==> config.mk <==
export PLATFORM = sky130hd
export DESIGN_NAME = led_vu_meter_flat
export DESIGN_NICKNAME = d
export VERILOG_FILES = /design/src/rtl/led_vu_meter_if.sv /design/src/rtl/led_vu_meter.sv /design/src/flat_wrapper.sv
export SDC_FILE = /design/constraint.sdc
export NUM_CORES = 1
export LEC_CHECK = 0
export ABC_AREA = 0
export BUFFER_PORTS_ARGS = -buffer_cell sky130_fd_sc_hd__buf_2
export CAP_MARGIN = 15
export CORE_UTILIZATION = 45
export CTS_BUF_LIST = sky130_fd_sc_hd__clkbuf_16
export DETAILED_ROUTE_END_ITERATION = 7
export SLEW_MARGIN = 5
export SYNTH_ARGS = -nofsm -noshare
export SYNTH_HDL_FRONTEND = slang
export SYNTH_SLANG_ARGS = --single-unit
==> constraint.sdc <==
create_clock -name clk -period 8.9 [get_ports clk]
set_input_delay 1.335 -clock clk [delete_from_list [all_inputs] [get_ports clk]]
set_output_delay 1.335 -clock clk [all_outputs]
set_load 0.1 [all_outputs]
==> src/rtl/led_vu_meter_if.sv <==
// Codec sample stream feeding the LED level meter: one strobe plus the
// signed left/right samples that are captured on its rising edge.
interface led_vu_meter_if #(
  parameter int DATA_W = 16
);
  logic                     valid;
  logic signed [DATA_W-1:0] lft_smp;
  logic signed [DATA_W-1:0] rht_smp;

  modport master (output valid, lft_smp, rht_smp);
  modport slave  (input  valid, lft_smp, rht_smp);
endinterface

==> src/rtl/led_vu_meter.sv <==
// led_vu_meter: decaying-envelope LED bar with a peak-hold dot.
// A sample is accepted on each rising edge of the codec strobe. The envelope
// has instant attack and a shift-based release. The bar is a thermometer of
// envelope thresholds. A dot marks the held peak while the bar lies below it.
// Optional build macro VU_IDLE_BLANK_EN: blank the display after TIMEOUT_CYC
// idle clocks without an accepted sample.
module led_vu_meter #(
  parameter int NUM_LED     = 8,
  parameter int DATA_W      = 16,
  parameter int NOISE_FLOOR = 64,
  parameter int DECAY_SHIFT = 4,
  parameter int HOLD_SMP    = 24000,
  parameter int DROP_SMP    = 1200,
  parameter int TIMEOUT_CYC = 2500000
) (
  input  logic               clk,
  input  logic               rst_n,
  led_vu_meter_if.slave      smp,
  output logic [NUM_LED-1:0] LED
);

  localparam int MAG_W    = DATA_W - 1;
  localparam int FULL     = 2 ** (DATA_W - 1);
  localparam int STEP     = (FULL - NOISE_FLOOR) / NUM_LED;
  localparam int LVL_W    = $clog2(NUM_LED + 1);
  localparam int HOLD_MAX = (HOLD_SMP > DROP_SMP) ? HOLD_SMP : DROP_SMP;
  localparam int HOLD_W   = $clog2(HOLD_MAX + 1);
  localparam int STAGES   = 0;

  if (NUM_LED < 2 || NUM_LED > 16 || TIMEOUT_CYC < 1) begin : g_bad_param
    $error("led_vu_meter: parameter out of range");
  end

  logic               valid_q;
  logic               acc;
  logic [STAGES:0]    vld_pipe;  // acc delayed to the peak/LED stage
  logic [MAG_W-1:0]   env;
  logic [MAG_W-1:0]   mag;
  logic [MAG_W-1:0]   mag_l;
  logic [MAG_W-1:0]   mag_r;
  logic [MAG_W-1:0]   dec;
  logic [NUM_LED-1:0] bar;
  logic [NUM_LED-1:0] dot;
  logic [LVL_W-1:0]   level;
  logic [LVL_W-1:0]   peak;
  logic [LVL_W-1:0]   peak_nxt;
  logic [HOLD_W-1:0]  hold;
  logic [HOLD_W-1:0]  hold_nxt;
  logic               blank;

  // Saturating absolute value: the most-negative code clips to full scale.
  function automatic logic [MAG_W-1:0] abs_sat(input logic [DATA_W-1:0] x);
    logic [DATA_W-1:0] neg;
    neg = ~x + DATA_W'(1);
    if (!x[DATA_W-1])          return x[MAG_W-1:0];
    else if (neg[DATA_W-1])    return '1;
    else                       return neg[MAG_W-1:0];
  endfunction

  assign acc   = smp.valid & ~valid_q;
  assign mag_l = abs_sat(smp.lft_smp);
  assign mag_r = abs_sat(smp.rht_smp);
  assign mag   = (mag_l > mag_r) ? mag_l : mag_r;

  // Release step: at least 1 while env is nonzero so small envelopes reach 0.
  always_comb begin
    dec = env >> DECAY_SHIFT;
    if (dec == '0 && env != '0) dec = MAG_W'(1);
  end

`ifdef VU_IDLE_BLANK_EN
  localparam int IDLE_W = $clog2(TIMEOUT_CYC + 1);
  logic [IDLE_W-1:0] idle;

  // Idle clocks since the last accepted sample, saturating at the timeout.
  always_ff @(posedge clk or negedge rst_n) begin
    if (!rst_n)                               idle <= '0;
    else if (acc)                             idle <= '0;
    else if (idle != IDLE_W'(TIMEOUT_CYC))    idle <= idle + 1'b1;
  end

  assign blank = (idle == IDLE_W'(TIMEOUT_CYC));
`else
  assign blank = 1'b0;
`endif

  // Strobe edge detect, acc pipeline and envelope tracker.
  always_ff @(posedge clk or negedge rst_n) begin
    if (!rst_n) begin
      valid_q  <= 1'b0;
      vld_pipe <= '0;
      env      <= '0;
    end else begin
      valid_q  <= smp.valid;
      vld_pipe <= acc;
      if (acc)        env <= (mag >= env) ? mag : env - dec;
      else if (blank) env <= '0;
    end
  end

  // Bar thresholds: LED i lights once env reaches NOISE_FLOOR + i*STEP.
  for (genvar i = 0; i < NUM_LED; i++) begin : g_bar
    localparam int THR = NOISE_FLOOR + i * STEP;
    assign bar[i] = (32'(env) >= 32'(THR));
  end

  // Level is the number of lit bar segments.
  always_comb begin
    level = '0;
    for (int i = 0; i < NUM_LED; i++) level = level + LVL_W'(bar[i]);
  end

  // Peak hold/drop, advanced only in the cycle after an accepted sample.
  always_comb begin
    peak_nxt = peak;
    hold_nxt = hold;
    if (vld_pipe[0]) begin
      if (level >= peak) begin
        peak_nxt = level;
        hold_nxt = HOLD_W'(HOLD_SMP);
      end else if (hold != '0) begin
        hold_nxt = hold - 1'b1;
      end else begin
        peak_nxt = peak - 1'b1;
        hold_nxt = HOLD_W'(DROP_SMP);
      end
    end
  end

  // Peak dot sits above the bar only.
  always_comb begin
    dot = '0;
    for (int i = 0; i < NUM_LED; i++)
      dot[i] = (peak_nxt > level) && (peak_nxt == LVL_W'(i + 1));
  end

  // Peak state and registered LED drive.
  always_ff @(posedge clk or negedge rst_n) begin
    if (!rst_n) begin
      peak <= '0;
      hold <= '0;
      LED  <= '0;
    end else if (blank) begin
      peak <= '0;
      hold <= '0;
      LED  <= '0;
    end else begin
      peak <= peak_nxt;
      hold <= hold_nxt;
      LED  <= bar | dot;
    end
  end

endmodule

==> src/flat_wrapper.sv <==
// flat-port wrapper written by rule: the top's interface ports become plain ports
module led_vu_meter_flat 
#(
  parameter int NUM_LED     = 8,
  parameter int DATA_W      = 16,
  parameter int NOISE_FLOOR = 64,
  parameter int DECAY_SHIFT = 4,
  parameter int HOLD_SMP    = 24000,
  parameter int DROP_SMP    = 1200,
  parameter int TIMEOUT_CYC = 2500000
)
  (clk, rst_n, LED, smp_valid, smp_lft_smp, smp_rht_smp);
  led_vu_meter_if #(.DATA_W(DATA_W)) smp_i ();
  input  logic clk;
  input  logic rst_n;
  output logic [NUM_LED-1:0] LED;
  input wire logic [$bits(smp_i.valid)-1:0] smp_valid;
  input wire logic [$bits(smp_i.lft_smp)-1:0] smp_lft_smp;
  input wire logic [$bits(smp_i.rht_smp)-1:0] smp_rht_smp;
  assign smp_i.valid = smp_valid;
  assign smp_i.lft_smp = smp_lft_smp;
  assign smp_i.rht_smp = smp_rht_smp;
  led_vu_meter #(.NUM_LED(NUM_LED), .DATA_W(DATA_W), .NOISE_FLOOR(NOISE_FLOOR), .DECAY_SHIFT(DECAY_SHIFT), .HOLD_SMP(HOLD_SMP), .DROP_SMP(DROP_SMP), .TIMEOUT_CYC(TIMEOUT_CYC)) u_core (.clk(clk), .rst_n(rst_n), .smp(smp_i), .LED(LED));
endmodule
==> flow_results.xml <==
<?xml version="1.0" encoding="UTF-8"?>
<metrics>
  <group name="yosys">
    <metric name="avgSynthCellArea" unit="um^2">7.91</metric>
    <metric name="yosys_warnings" unit="">0</metric>
    <metric name="syn-instance-count" unit="">632</metric>
    <metric name="synth-edff-count" unit="">0</metric>
    <metric name="mappedNetlistArea" unit="um^2">5000</metric>
    <metric name="synthDistinctLibCells" unit="">77</metric>
    <metric name="total_nets_after_synthesis" unit="">728</metric>
    <metric name="postSynth.asyncResetShare" unit="%">100</metric>
    <metric name="synth_seq_cells" unit="">44</metric>
    <metric name="ys.flop_type" unit="">sky130_fd_sc_hd__dfrtp_1</metric>
    <metric name="synth-seq-area-share" unit="%">22.0</metric>
  </group>
  <group name="hold_path">
    <metric name="min_path_cells" unit="">2</metric>
    <metric name="timing.hold.worst.start" unit="">u_core.hold[4]</metric>
    <metric name="min_path_type" unit="">reg2reg</metric>
    <metric name="timing.hold.worst_endpoint" unit="">u_core.hold[4]</metric>
  </group>
  <group name="grt">
    <metric name="globalRoute.totalOverflow" unit="">0</metric>
    <metric name="grt_usage" unit="%">23.3</metric>
    <metric name="antenna_found_initial" unit="">0</metric>
    <metric name="grt_pass1_wl" unit="um">21500</metric>
    <metric name="grt_pass1_vias" unit="">4660</metric>
    <metric name="grt_start_max_net_pins" unit="">45</metric>
  </group>
  <group name="clock_network">
    <metric name="tritoncts" unit="">done</metric>
    <metric name="sinks_on_the_clock_net" unit="">44</metric>
    <metric name="ctsRootBufferMaster" unit="">sky130_fd_sc_hd__clkbuf_16</metric>
    <metric name="cts_buffers" unit="">5</metric>
    <metric name="cts.repair_timing.setup_buffer_count" unit="">0</metric>
    <metric name="clk_pin_slew" unit="ps">70</metric>
    <metric name="clk-insertion-delay-late" unit="ps">290</metric>
    <metric name="cts.repair.resized" unit="">0</metric>
    <metric name="hold_buffers" unit="">0</metric>
    <metric name="htree_levels" unit="">2</metric>
    <metric name="clk_path_buf_depth" unit="">2</metric>
  </group>
  <group name="detailed_routing">
    <metric name="route.detailed.wl_per_inst" unit="um">15.9</metric>
    <metric name="wl_final" unit="um">12700</metric>
    <metric name="viasPerCell" unit="">5.89</metric>
    <metric name="drt_drc_violations_left" unit="">0</metric>
    <metric name="vias" unit="">4688</metric>
    <metric name="drt_antenna_net_count" unit="">0</metric>
    <metric name="dr.first_iter.drc_count" unit="">232</metric>
    <metric name="detailedRoute.firstPassIterationCount" unit="">5</metric>
  </group>
  <group name="worst_setup_path">
    <metric name="worst_r2r_path_depth" unit="">26</metric>
    <metric name="critical_path.startpoint_type" unit="">flop</metric>
    <metric name="reg2reg_to" unit="">u_core.LED[5]</metric>
    <metric name="criticalPathCategory" unit="">reg2reg</metric>
    <metric name="cp.required" unit="ps">9110</metric>
    <metric name="cp_endpoint_kind" unit="">flop</metric>
    <metric name="critical_path_arrival" unit="ps">7220</metric>
    <metric name="r2r_slack" unit="ps">1880</metric>
    <metric name="rr_startpoint" unit="">u_core.env[6]</metric>
    <metric name="cp_max_fo" unit="">11</metric>
  </group>
  <group name="finish">
    <metric name="post_layout_util" unit="%">50.3</metric>
    <metric name="layout-drive-gt1-share" unit="%">14.0</metric>
    <metric name="most_common_cell_after_layout_fill_and_taps_aside" unit="">sky130_fd_sc_hd__nand2_1</metric>
    <metric name="nNetsFinal" unit="">751</metric>
    <metric name="diodes_inserted" unit="">0</metric>
    <metric name="area_growth" unit="%">9.11</metric>
    <metric name="mostFrequentLayoutCells" unit="">68 x sky130_fd_sc_hd__nand2_1, 63 x sky130_fd_sc_hd__inv_1, 56 x sky130_fd_sc_hd__ha_1</metric>
  </group>
  <group name="sta">
    <metric name="layout_worst_path_cycle_share" unit="%">78.9</metric>
    <metric name="grt_setup_unrepaired" unit="">false</metric>
    <metric name="finalSetupViolCount" unit="">0</metric>
    <metric name="clock_skew" unit="ps">4.33</metric>
    <metric name="timing.final.max_slew_violations" unit="">0</metric>
    <metric name="post-route-worst-setup-slack" unit="ps">1880</metric>
    <metric name="fmax" unit="GHz">0.142</metric>
    <metric name="setup_total_negative_slack" unit="ps">0</metric>
    <metric name="maxSlewHeadroom" unit="%">30.9</metric>
    <metric name="finalCriticalPeriod" unit="ps">7020</metric>
    <metric name="finalHoldViolCount" unit="">0</metric>
    <metric name="actual_transition_at_the_worst_max_transition_pin" unit="ps">1040</metric>
  </group>
  <group name="place">
    <metric name="routability_congestion_estimate_from_global_placement" unit="">0.881</metric>
    <metric name="dp_hpwl" unit="um">10100</metric>
    <metric name="io_buffer_count" unit="">42</metric>
    <metric name="dp_worst_setup_slack" unit="ps">1830</metric>
  </group>
  <group name="job">
    <metric name="maxCapViolCount" unit="">0</metric>
  </group>
  <group name="floorplanning">
    <metric name="core-area" unit="um^2">10800</metric>
    <metric name="boundaryPins" unit="">43</metric>
    <metric name="die_x_extent" unit="um">107</metric>
    <metric name="dieHeight" unit="um">107</metric>
    <metric name="floorplan.initialDensity" unit="%">46.1</metric>
    <metric name="floorplan_die_area" unit="um^2">11500</metric>
    <metric name="placementRows" unit="">38</metric>
  </group>
  <group name="power_and_ir_drop">
    <metric name="ir_worst_vdd" unit="uV">317</metric>
    <metric name="switching_share" unit="%">52.3</metric>
    <metric name="power.clock.fraction" unit="%">10.4</metric>
    <metric name="share_seq_of_total_power" unit="%">17.6</metric>
    <metric name="p_switching" unit="mW">1.10</metric>
    <metric name="power_report.internal_total" unit="mW">1.00</metric>
    <metric name="total_leakage_power" unit="nW">2.43</metric>
    <metric name="combPwrFrac" unit="%">72.0</metric>
    <metric name="power.density" unit="nW/um^2">386</metric>
  </group>
  <group name="status">
    <metric name="outcome" unit="">finished, final reports clean</metric>
  </group>
</metrics>
==> power by group through the flow <==
stage / sequential, mW / combinational, mW / clock (mW)
after detailed placement: 0.373 / 1.51 / 0
after global placement: 0.369 / 1.48 / 0
after floorplan: 0.391 / 1.16 / 0
after global routing: 0.383 / 1.73 / 0.231
after CTS: 0.369 / 1.51 / 0.224
final: 0.371 / 1.52 / 0.219
==> cell usage after synthesis, drive strengths merged (4+ instances only) <==
cell type   n  share of area (%)
a21oi      42                4.3
a22o        4               0.70
o21ai      55                5.6
nor2       37                3.3
o41a        4               0.90
clkbuf     22                1.7
o211ai      4               0.70
xnor2       7                1.2
o21a        5               0.75
o311ai      7                1.4
nand3      17                2.1
buf         5               0.53
xor2       19                3.3
ha         56                 14
nand4       8                1.0
fa          5                2.0
o41ai       5               0.88
nand2b      8                1.0
o31ai      14                2.5
nor2b       8                1.0
a31oi       6               0.75
or3         6               0.75
nand3b      5               0.75
dfrtp      44                 22
nor3       24                2.5
nand2      68                5.1
and2        7               0.90
inv        65                4.9
nor4        8                1.4
mux2i       9                1.9
mux2       12                2.7
or2         4               0.50
or4         8                1.4
==> worst max-delay path: stages (launching register included) <==
cell and delay, ps:
sky130_fd_sc_hd__dfrtp_1 400, sky130_fd_sc_hd__inv_1 150, sky130_fd_sc_hd__nand3_1 120, sky130_fd_sc_hd__nor4_1 290, sky130_fd_sc_hd__o21ai_0 160, sky130_fd_sc_hd__nand2_1 120, sky130_fd_sc_hd__nand2_1 60, sky130_fd_sc_hd__ha_1 310
sky130_fd_sc_hd__fa_1 510, sky130_fd_sc_hd__inv_1 50, sky130_fd_sc_hd__fa_1 490, sky130_fd_sc_hd__fa_1 480, sky130_fd_sc_hd__fa_1 600, sky130_fd_sc_hd__inv_1 60, sky130_fd_sc_hd__ha_1 270, sky130_fd_sc_hd__a21oi_1 70
sky130_fd_sc_hd__o21ai_1 630, sky130_fd_sc_hd__nor4_1 130, sky130_fd_sc_hd__a311oi_1 550, sky130_fd_sc_hd__inv_1 120, sky130_fd_sc_hd__ha_1 310, sky130_fd_sc_hd__o21ai_0 80, sky130_fd_sc_hd__nand2b_1 70, sky130_fd_sc_hd__a21oi_1 60
sky130_fd_sc_hd__a41o_1 220, sky130_fd_sc_hd__or3b_4 420, sky130_fd_sc_hd__o31ai_2 190
==> layer usage <==
layer	GRT usage [%]	vias up	part of all wire, %
li1	-	2325	-
met4	8.12	0	2.7
met3	2.66	29	2.6
met1	28.9	2251	46
met2	41.5	83	49
met5	0	-	0
==> area by class of cell <==
type	instances	area (um^2)
multi-input combinational	495	3540
inverter	66	248
timing repair buffer	43	218
tap	140	175
clock inverter	3	46.3
sequential	44	1100
fill	1064	5380
clock buffer	5	125
==> state kept, by name (all words and copies together) (netlist names) <==
signal / cells
u_core.LED: 8
u_core.peak: 4
u_core.vld_pipe: 1
u_core.valid_q: 1
u_core.env: 15
u_core.hold: 15
==> how the worst max path moves through the flow <==
stage                              start             end  slack (ps)  cells after the start
after floorplan           smp_lft_smp[5]  u_core.env[11]        2480                     22
after global placement    smp_lft_smp[5]  u_core.env[11]        1900                     20
after detailed placement  smp_lft_smp[5]  u_core.env[11]        1830                     20
after CTS                  u_core.env[6]   u_core.LED[5]        1960                     26
after global routing       u_core.env[6]   u_core.LED[4]        1190                     26
final                      u_core.env[6]   u_core.LED[5]        1880                     26
==> logic make-up after synthesis <==
group | Yosys count | synth area share [%]
XOR/XNOR | 26 | 4.55
AO/OA/AOI/OAI | 173 | 22.9
adder cells (fa/ha/maj) | 61 | 16.0
multiplexers | 21 | 4.58
AND/OR/NAND/NOR | 214 | 22.8
flip-flops | 44 | 22.0
buffers and inverters | 93 | 7.13
==> per-stage QoR <==
step	area (um^2)	power, mW	hold WS, ps	std cells
floorplan	5000	1.55	474	632
detailed placement	5290	1.88	525	788
finish	5460	2.11	537	796
global route	5460	2.35	580	796
CTS	5460	2.11	536	796
global placement	5290	1.85	500	788
(Power assumes the default switching activity.)
